<file path="config.mk">
export PLATFORM = sky130hd
export DESIGN_NAME = io_ack_sequencer
export DESIGN_NICKNAME = d
export VERILOG_FILES = /design/src/rtl/io_ack_pkg.sv /design/src/rtl/io_dev_decode.sv /design/src/rtl/io_ack_sequencer.sv
export SDC_FILE = /design/constraint.sdc
export NUM_CORES = 1
export LEC_CHECK = 0
export CORE_UTILIZATION = 55
export DETAILED_ROUTE_END_ITERATION = 10
export PLACE_DENSITY = 0.87
export SLEW_MARGIN = 30
export SYNTH_ARGS = -nofsm -noshare
export SYNTH_HDL_FRONTEND = slang
export SYNTH_SLANG_ARGS = --single-unit
</file>
<file path="constraint.sdc">
create_clock -name CLK -period 2.29 [get_ports CLK]
set_clock_uncertainty 0.1 [all_clocks]
set_input_delay 0.229 -clock CLK [delete_from_list [all_inputs] [get_ports CLK]]
set_output_delay 0.229 -clock CLK [all_outputs]
set_load 0.02 [all_outputs]
</file>
<file path="src/rtl/io_ack_pkg.sv">
// Shared state/class types and the MA[14:11] device decode for the I/O acknowledge sequencer.
package io_ack_pkg;

    typedef enum logic [2:0] {IDLE, WAIT, ACK, FAULT, RECOVER} state_t;
    typedef enum logic [1:0] {FAST, RTC, UNMAPPED} dev_class_t;

    localparam int CNT_MAX = 255;

    function automatic dev_class_t dev_class(input logic [3:0] ma);
        dev_class_t c;
        casez (ma)
            4'b0?0?: c = FAST;
            4'b0011: c = FAST;
            4'b0111: c = RTC;
            default: c = UNMAPPED;
        endcase
        return c;
    endfunction

endpackage

</file>
<file path="src/rtl/io_dev_decode.sv">
// Combinational I/O cycle decode: device class plus read/write/illegal qualifiers gated by CS5.
module io_dev_decode
    import io_ack_pkg::*;
(
    input  logic       cs5,
    input  logic       rdio_n,
    input  logic       wrio_n,
    input  logic [3:0] ma,
    output dev_class_t cls,
    output logic       rd,
    output logic       wr,
    output logic       illegal
);

    assign cls     = dev_class(ma);
    assign rd      = cs5 & ~rdio_n &  wrio_n;
    assign wr      = cs5 &  rdio_n & ~wrio_n;
    assign illegal = cs5 & ~rdio_n & ~wrio_n;

endmodule

</file>
<file path="src/rtl/io_ack_sequencer.sv">
// Clocked I/O acknowledge / 58167 strobe sequencer with wait-state counting, bus-error timeout
// and enforced RTC recovery time. Every output is a flop.
module io_ack_sequencer
    import io_ack_pkg::*;
#(
    parameter int WS_FAST     = 2,
    parameter int WS_RTC      = 12,
    parameter int RTC_RECOVER = 4,
    parameter int TIMEOUT     = 64
) (
    input  logic       CLK,
    input  logic       RESET_n,
    input  logic       CS5,
    input  logic       RDIO_n,
    input  logic       WRIO_n,
    input  logic [3:0] MA,
    output logic       IOACK_n,
    output logic       BERR_n,
    output logic       RDRTC_n,
    output logic       WRRTC_n,
    output logic       BUSY
);

    if (WS_FAST > CNT_MAX || WS_RTC > CNT_MAX || RTC_RECOVER > CNT_MAX || TIMEOUT > CNT_MAX) begin : g_param_check
        $error("io_ack_sequencer: timing parameter exceeds the 8-bit counter range");
    end

    localparam logic [7:0] WS_FAST_C     = WS_FAST[7:0];
    localparam logic [7:0] WS_RTC_C      = WS_RTC[7:0];
    localparam logic [7:0] RTC_RECOVER_C = RTC_RECOVER[7:0];
    localparam logic [7:0] TIMEOUT_C     = TIMEOUT[7:0];

    state_t     state;
    dev_class_t cls;
    logic [7:0] cnt;
    logic [7:0] cnt_inc;
    logic [7:0] limit;

    dev_class_t dec_cls;
    logic       dec_rd;
    logic       dec_wr;
    logic       dec_illegal;

    io_dev_decode u_decode (
        .cs5     (CS5),
        .rdio_n  (RDIO_n),
        .wrio_n  (WRIO_n),
        .ma      (MA),
        .cls     (dec_cls),
        .rd      (dec_rd),
        .wr      (dec_wr),
        .illegal (dec_illegal)
    );

    assign cnt_inc = (cnt == 8'hFF) ? cnt : cnt + 8'd1;

    always_comb begin
        limit = TIMEOUT_C;
        case (cls)
            FAST:    limit = WS_FAST_C;
            RTC:     limit = WS_RTC_C;
            default: limit = TIMEOUT_C;
        endcase
    end

    // Strobes are loaded together with the state so they change on the same edge as the state.
    always_ff @(posedge CLK or negedge RESET_n) begin
        if (!RESET_n) begin
            state   <= IDLE;
            cls     <= FAST;
            cnt     <= 8'd0;
            IOACK_n <= 1'b1;
            BERR_n  <= 1'b1;
            RDRTC_n <= 1'b1;
            WRRTC_n <= 1'b1;
            BUSY    <= 1'b0;
        end else begin
            case (state)
                IDLE: begin
                    if (dec_illegal) begin
                        state  <= FAULT;
                        BERR_n <= 1'b0;
                        BUSY   <= 1'b1;
                    end else if (dec_rd || dec_wr) begin
                        state   <= WAIT;
                        cls     <= dec_cls;
                        cnt     <= 8'd1;
                        BUSY    <= 1'b1;
                        RDRTC_n <= !((dec_cls == RTC) && dec_rd);
                        WRRTC_n <= !((dec_cls == RTC) && dec_wr);
                    end
                end
                WAIT: begin
                    // An abort wins over a completion landing on the same edge.
                    if (!CS5) begin
                        RDRTC_n <= 1'b1;
                        WRRTC_n <= 1'b1;
                        if (cls == RTC) begin
                            state <= RECOVER;
                            cnt   <= 8'd1;
                        end else begin
                            state <= IDLE;
                            cnt   <= 8'd0;
                            BUSY  <= 1'b0;
                        end
                    end else if (cnt >= limit) begin
                        WRRTC_n <= 1'b1;
                        if (cls == UNMAPPED) begin
                            state  <= FAULT;
                            BERR_n <= 1'b0;
                        end else begin
                            state   <= ACK;
                            IOACK_n <= 1'b0;
                        end
                    end else begin
                        cnt <= cnt_inc;
                    end
                end
                ACK: begin
                    if (!CS5) begin
                        IOACK_n <= 1'b1;
                        RDRTC_n <= 1'b1;
                        if (cls == RTC) begin
                            state <= RECOVER;
                            cnt   <= 8'd1;
                        end else begin
                            state <= IDLE;
                            cnt   <= 8'd0;
                            BUSY  <= 1'b0;
                        end
                    end
                end
                FAULT: begin
                    if (!CS5) begin
                        state  <= IDLE;
                        cnt    <= 8'd0;
                        BERR_n <= 1'b1;
                        BUSY   <= 1'b0;
                    end
                end
                RECOVER: begin
                    if (cnt >= RTC_RECOVER_C) begin
                        state <= IDLE;
                        cnt   <= 8'd0;
                        BUSY  <= 1'b0;
                    end else begin
                        cnt <= cnt_inc;
                    end
                end
                default: begin
                    state <= IDLE;
                    BUSY  <= 1'b0;
                end
            endcase
        end
    end

endmodule

</file>
==> out/qor.csv, run 1 <==
metric,value,unit
vias,1219,
Slew @ Worst Pin,509,ps
Post-synth top flop,dfrtp_1,
Fin. Hold Viols,0,
"Setup violations, final",0,
die area,2470,sq um
post-cts resize count,0,
TritonCTS Buffers,3,
Hold Crit Class,input port to async pin,
# diodes,0,
max cap viols,0,
WS Path Type,flop to flop,
Die Span Y,49.7,microns
r2r endpoint,BERR_n,
post-synthesis sequential area ratio,36.4,%
CTS tree,yes,
DR WL/cell,16.1,microns
Core Footprint,2040,sq um
Post-Place Cell Area,1410,sq um
# IOs,14,
Non-Filler Instances,190,
CTS Hold Bufs,0,
Vias/cell,6.42,
"antenna viol nets, final",0,
status,finished clean,
CP max-delay cell,dfrtp_1,
"critical path, cell by cell",nand2b_1 -> ha_1 -> nand2_1 -> a21oi_2 -> o31ai_2 -> nand2_1 -> a221oi_1,
P per Cell Area,963,nW/um^2
DP HPWL,2.11,mm
# DRC,0,
global route overflow,0,
nets,178,
Period minus WS final,2170,ps
syn_nets,163,
Netlist cell types,47,
"Reg clk slew, reported paths",120,ps
routability cong.,0.929,
Sink Count,18,
drt total wl,3.07,mm
WP data required,2410,ps
Starting Density,61.3,%
number of global-route vias before repair,1106,
crit-path most repeated cell,nand2_1,
worst skew pair latency,310,ps
syn avg cell area,8.40,sq um
clock root buffer,clkbuf_4,
"slowest stage delay, CP",400,ps
synthesized flop and latch total,18,
ys async rst share,100,%
final period utilization,94.9,%
Slew HR,66.1,%
Iter 0 DRT Violations,58,
max-slew violations,0,
WP data arrival,2290,ps
Worst Path Max Fanout,5,
Port Buffers,13,
First-pass DRT Iterations,4,
layout cells sized above 1,12.3,%
largest net degree at the start of global routing,19,
most frequent cells in the layout,"17 x nand2_1, 16 x nor2_1, 16 x a21oi_1",
YS warnings,0,
"Area growth, synth to finish",16.1,%
r2r setup slk,120,ps
crit end category,flop,
number of setup buffers added after CTS,0,
htree depth,1,
reg2reg start,cls[1],
first-pass GRT wire length,5.15,mm
P_leak,0.598,nW
Post-synth EDFFs,0,
Peak VDD IR,517,uV
gr usage total,28.1,%
setup tns final,0,ps
Setup crit start kind,flop,
worst r2r path cells,7,
initial antenna violation count,0,
fmax,460,MHz
CTS Buffer Depth,2,
design area,1450,sq um
"commonest non-fill, non-tap cell in the layout",nand2_1,
die width,49.7,microns
Cells after DPL,186,
Synth Cell Area,1250,sq um
FP Rows,16,
Cells after Synth,149,
## cells by family (layout without fill, tap and decap cells)
| logic type | count (synthesis) | in the layout | share of synthesized area (%) |
|---|---|---|---|
| buffers and inverters | 12 | 26 | 4.40 |
| adders and majority gates | 5 | 5 | 5.00 |
| DFF | 18 | 18 | 36.4 |
| and+or+nand+nor | 59 | 59 | 24.7 |
| xor gates and xnor gates | 3 | 3 | 2.10 |
| muxes | 1 | 1 | 0.900 |
| AOI/OAI and AO/OA | 51 | 51 | 26.5 |
## metal layers
layer  share of wire [%]  vias to the layer above  track usage, %
met3                 7.0                        7            3.70
met4                 2.5                        0            13.8
met1                  42                      569            38.1
li1                    -                      582               -
met5                   0                        -               0
met2                  49                       61            43.7
## worst max-delay path by stage
stage,start,to
global placement,cls[1],cnt[4]
global route,cls[1],cnt[4]
floorplan,cls[1],cnt[5]
detailed placement,cls[1],cnt[4]
CTS,cls[1],cnt[4]
finish,cls[1],BERR_n
## state kept, by name, summed over array words and instances, names as in the netlist
register and count:
BERR_n 1, RDRTC_n 1, cnt 8, BUSY 1, cls 2, IOACK_n 1
state 3, WRRTC_n 1
## report_power, final
group	total, mW	switching, mW	leakage (nW)	internal (mW)
sequential	0.488	0.0999	0.228	0.388
combinational	0.703	0.399	0.349	0.304
clock	0.208	0.111	0.0210	0.0972
total	1.40	0.609	0.598	0.789
## area by class of cell
cell class              count  area [sq um]
fillers                   168           589
inverters                   4          15.0
flip-flops and latches     18           455
repair buffers             18           168
well taps                  27          33.8
multi-input cells         119           744
clock buffers               4          36.3
## metrics by stage
stage                     worst slack [ps]  power (mW)  hold WS (ps)  util, %
final                                  118        1.40           128     71.1
after global routing                 -10.2        1.49           148     71.1
after global placement                 233        1.12           393     69.2
after floorplan                        266       0.992          -167        -
after detailed placement               145        1.15           396     69.2
after CTS                              126        1.36           132     71.0
## worst max-delay path: cells and delay by family, from the launching register on
family                     cells  cell delay [ps]
AOI/OAI and AO/OA              3              740
and+or+nand+nor                3              520
DFF                            1              400
adders and majority gates      1              310
## cells in the mapped netlist, types with 3 or more instances
cell | instances | area share (%)
nand3_1 | 3 | 1.2
nand2_1 | 17 | 5.1
a31oi_1 | 5 | 2.5
o21a_1 | 3 | 1.8
dfstp_2 | 4 | 8.4
ha_1 | 5 | 5.0
inv_1 | 4 | 1.2
nand4_1 | 4 | 2.0
o21ai_0 | 6 | 2.4
nor3_1 | 4 | 1.6
nand2b_1 | 3 | 1.5
nor2_1 | 16 | 4.8
a21oi_1 | 17 | 6.8
clkbuf_1 | 4 | 1.2
a211oi_1 | 3 | 1.8
dfrtp_1 | 14 | 28
o21ai_1 | 3 | 1.2
Power figures use the tool's default switching activity.
==> run 2: changes to the inputs <==
--- a/config.mk
+++ b/config.mk
@@ -5,9 +5,11 @@
 export SDC_FILE = /design/constraint.sdc
 export NUM_CORES = 1
 export LEC_CHECK = 0
+export ABC_AREA = 1
 export CORE_UTILIZATION = 55
 export DETAILED_ROUTE_END_ITERATION = 10
 export PLACE_DENSITY = 0.87
+export SKIP_LAST_GASP = 1
 export SLEW_MARGIN = 30
 export SYNTH_ARGS = -nofsm -noshare
 export SYNTH_HDL_FRONTEND = slang
==> out/qor.csv, run 2 <==
metric,value,unit,change
P per Cell Area,1200,nW/um^2,was 963 nW/um^2
Post-synth EDFFs,0,,unchanged
Synth Cell Area,1380,sq um,was 1250 sq um
Die Span Y,52.1,microns,was 49.7 microns
Hold Crit Class,input port to async pin,,unchanged
met3 wire len,301,microns,was 216 microns
largest net degree at the start of global routing,19,,unchanged
most common cell in the synthesized netlist,nand2_1,,
"Most flops, register",cnt,,unchanged
die area,2720,sq um,was 2470 sq um
top post-synthesis cells by area,"dfrtp_1 25%, nand2_1 15%, dfstp_2 7.6%",,"was dfrtp_1 28%, dfstp_2 8.4%, a21oi_1 6.8%"
nets,238,,was 178
"critical path, cell by cell",nor2_1 -> inv_1 -> ha_1 -> nand2_1 -> nor2_1 -> nand2_1 -> nand3_1 -> nand2_1 -> nand2_4 -> inv_1 -> nand2_1 -> nand2_1,,was nand2b_1 -> ha_1 -> nand2_1 -> a21oi_2 -> o31ai_2 -> nand2_1 -> a221oi_1
WP data arrival,2180,ps,was 2290 ps
fillers,191,,was 168
WP data required,2400,ps,was 2410 ps
post-cts resize count,0,,unchanged
dominant cell type by area after synthesis,dfrtp_1,,unchanged
reg2reg start,cls[1],,unchanged
status,finished clean,,unchanged
Highest Signal Layer,met4,,unchanged
initial antenna violation count,0,,unchanged
Netlist cell types,26,,was 47
# IOs,14,,unchanged
cell depth of the worst setup path,12,,was 7
crit end category,flop,,unchanged
TritonCTS Buffers,3,,unchanged
most frequent cells in the layout,"57 x nand2_1, 27 x nor2_1, 23 x inv_1",,"was 17 x nand2_1, 16 x nor2_1, 16 x a21oi_1"
Period minus WS final,2070,ps,was 2170 ps
first-pass GRT wire length,5.91,mm,was 5.15 mm
Vias/cell,5.74,,was 6.42
"Reg clk slew, reported paths",110,ps,was 120 ps
Sink Count,18,,unchanged
syn avg cell area,6.68,sq um,was 8.40 sq um
CTS tree,yes,,unchanged
"Setup violations, final",0,,unchanged
Cells after Synth,207,,was 149
layout cells sized above 1,10.8,%,was 12.3%
"commonest non-fill, non-tap cell in the layout",nand2_1,,unchanged
First-pass DRT Iterations,5,,was 4
max-slew violations,0,,unchanged
crit-path most repeated cell,nand2_1,,unchanged
number of setup buffers added after CTS,0,,unchanged
Regs by FF count,"cnt: 8 flops, state: 3 flops, cls: 2 flops",,unchanged
Post-Place Cell Area,1530,sq um,was 1410 sq um
final period utilization,90.3,%,was 94.9%
WL met2,1.43,mm,was 1.49 mm
drt total wl,3.27,mm,was 3.07 mm
r2r endpoint,cnt[0],,was BERR_n
global route overflow,0,,unchanged
clock root buffer,clkbuf_4,,unchanged
Peak VDD IR,705,uV,was 517 uV
routability cong.,0.898,,was 0.929
"Area growth, synth to finish",13.8,%,was 16.1%
Fin. Hold Viols,0,,unchanged
DP HPWL,2.52,mm,was 2.11 mm
fmax,483,MHz,was 460 MHz
CTS Buffer Depth,2,,unchanged
gr usage total,29.4,%,was 28.1%
ys async rst share,100,%,unchanged
Post-synth top flop,dfrtp_1,,unchanged
CP max-delay cell,dfrtp_1,,unchanged
vias,1440,,was 1219
post-synthesis sequential area ratio,32.9,%,was 36.4%
Port Buffers,13,,unchanged
P_leak,0.784,nW,was 0.598 nW
Worst Path Max Fanout,14,,was 5
setup tns final,0,ps,unchanged
critical path's top delay family,simple AND/OR/NAND/NOR gates,,was compound AO/OA/AOI/OAI gates
Iter 0 DRT Violations,86,,was 58
DRT met1 WL,1.44,mm,was 1.28 mm
r2r setup slk,220,ps,was 120 ps
FP Rows,17,,was 16
top-area cell type share of the netlist area,25.3,%,was 28.0%
# DRC,0,,unchanged
design area,1570,sq um,was 1450 sq um
Core Footprint,2300,sq um,was 2040 sq um
# diodes,0,,unchanged
Setup crit start kind,flop,,unchanged
DR WL/cell,13.0,microns,was 16.1 microns
Worst Path Buf+Inv,2,,was 0
Slew @ Worst Pin,600,ps,was 509 ps
"slowest stage delay, CP",420,ps,was 400 ps
die width,52.1,microns,was 49.7 microns
"antenna viol nets, final",0,,unchanged
worst skew pair latency,310,ps,about the same
Starting Density,60.2,%,was 61.3%
RSZ-0062 raised after global routing,no,,
max cap viols,0,,unchanged
number of global-route vias before repair,1370,,was 1106
Synth top cells by count,"57 x nand2_1, 27 x nor2_1, 23 x inv_1",,"was 17 x a21oi_1, 17 x nand2_1, 16 x nor2_1"
Largest register FFs,8,,unchanged
CTS Hold Bufs,0,,unchanged
synthesized flop and latch total,18,,unchanged
htree depth,1,,unchanged
YS warnings,0,,unchanged
worst r2r path cells,12,,was 7
Slew HR,59.8,%,was 66.1%
WS Path Type,flop to flop,,unchanged
syn_nets,221,,was 163
## run 2: worst max-delay path by stage
stage                       from  endpoint  slack [ps]
final                     cls[1]    cnt[0]         220
after floorplan           cls[1]    cnt[4]         390
after global routing      cls[1]    cnt[0]          20
after detailed placement  cls[1]    cnt[0]         210
after global placement    cls[1]    cnt[0]         320
after CTS                 cls[1]    cnt[0]         170
## run 2: cell families (layout without fill, tap and decap cells)
kind of cell / Yosys count / count (layout) / share of synthesized area, %
buffers and inverters: 28 / 44 / 8.96
adder cells (fa/ha/maj): 5 / 5 / 4.52
AO/OA/AOI/OAI: 28 / 28 / 11.8
flip-flops: 18 / 18 / 32.9
XOR/XNOR: 1 / 1 / 0.634
AND/OR/NAND/NOR: 127 / 127 / 41.2
## run 2: stage by stage
step	setup WS [ps]	utilization [%]	std cells	power (mW)	hold slack [ps]
final	221	68.5	251	1.89	133
after global routing	22.4	68.5	251	2.08	174
after CTS	170	68.3	251	1.87	154
after detailed placement	215	66.7	247	1.65	356
after global placement	315	66.7	247	1.61	352
after floorplan	390	-	207	1.41	-167
## run 2: cell type report
type	count	area (sq um)	area share, %
Clock buffer	4	36.3	2.31
Timing Repair Buffer	15	145	9.22
Tap cell	28	35.0	2.23
Inverter	25	93.8	5.96
Multi-Input combinational cell	161	808	51.4
Sequential cell	18	455	28.9
## run 2: power by group
part / internal, mW / leakage, nW / switching (mW)
logic: 0.398 / 0.537 / 0.763
clock network: 0.0973 / 0.0210 / 0.109
registers: 0.431 / 0.226 / 0.0969
## run 2: metal layers
metal | track usage [%] | vias up
met2 | 45.5 | 76
met1 | 39.2 | 636
met5 | 0 | -
li1 | - | 712
met4 | 12.7 | 0
met3 | 6.43 | 16
## run 2: worst register-to-register path: stages (launching register included)
cell and delay [ps]:
dfrtp_1 420, nor2_1 180, inv_1 90, ha_1 320, nand2_1 70, nor2_1 100, nand2_1 90, nand3_1 120
nand2_1 130, nand2_4 180, inv_1 60, nand2_1 60, nand2_1 50
==> run 3: changes to the inputs <==
--- a/config.mk
+++ b/config.mk
@@ -8,6 +8,7 @@
 export ABC_AREA = 1
 export CORE_UTILIZATION = 55
 export DETAILED_ROUTE_END_ITERATION = 10
+export HOLD_SLACK_MARGIN = 0.12
 export PLACE_DENSITY = 0.87
 export SKIP_LAST_GASP = 1
 export SLEW_MARGIN = 30
==> constraint.sdc (replaced) <==
create_clock -name CLK -period 2.29 [get_ports CLK]
set_clock_uncertainty 0.1 [all_clocks]
set_input_delay 0.229 -clock CLK [delete_from_list [all_inputs] [get_ports CLK]]
set_output_delay 0.229 -clock CLK [all_outputs]
set_load 0.05 [all_outputs]
==> results of run 3 <==
Same layout as run 2 (identical final DEF). Status: finished clean.
Among the figures that moved: total power 1.89 mW -> 1.97 mW; worst IR drop on VDD 705 uV -> 826 uV
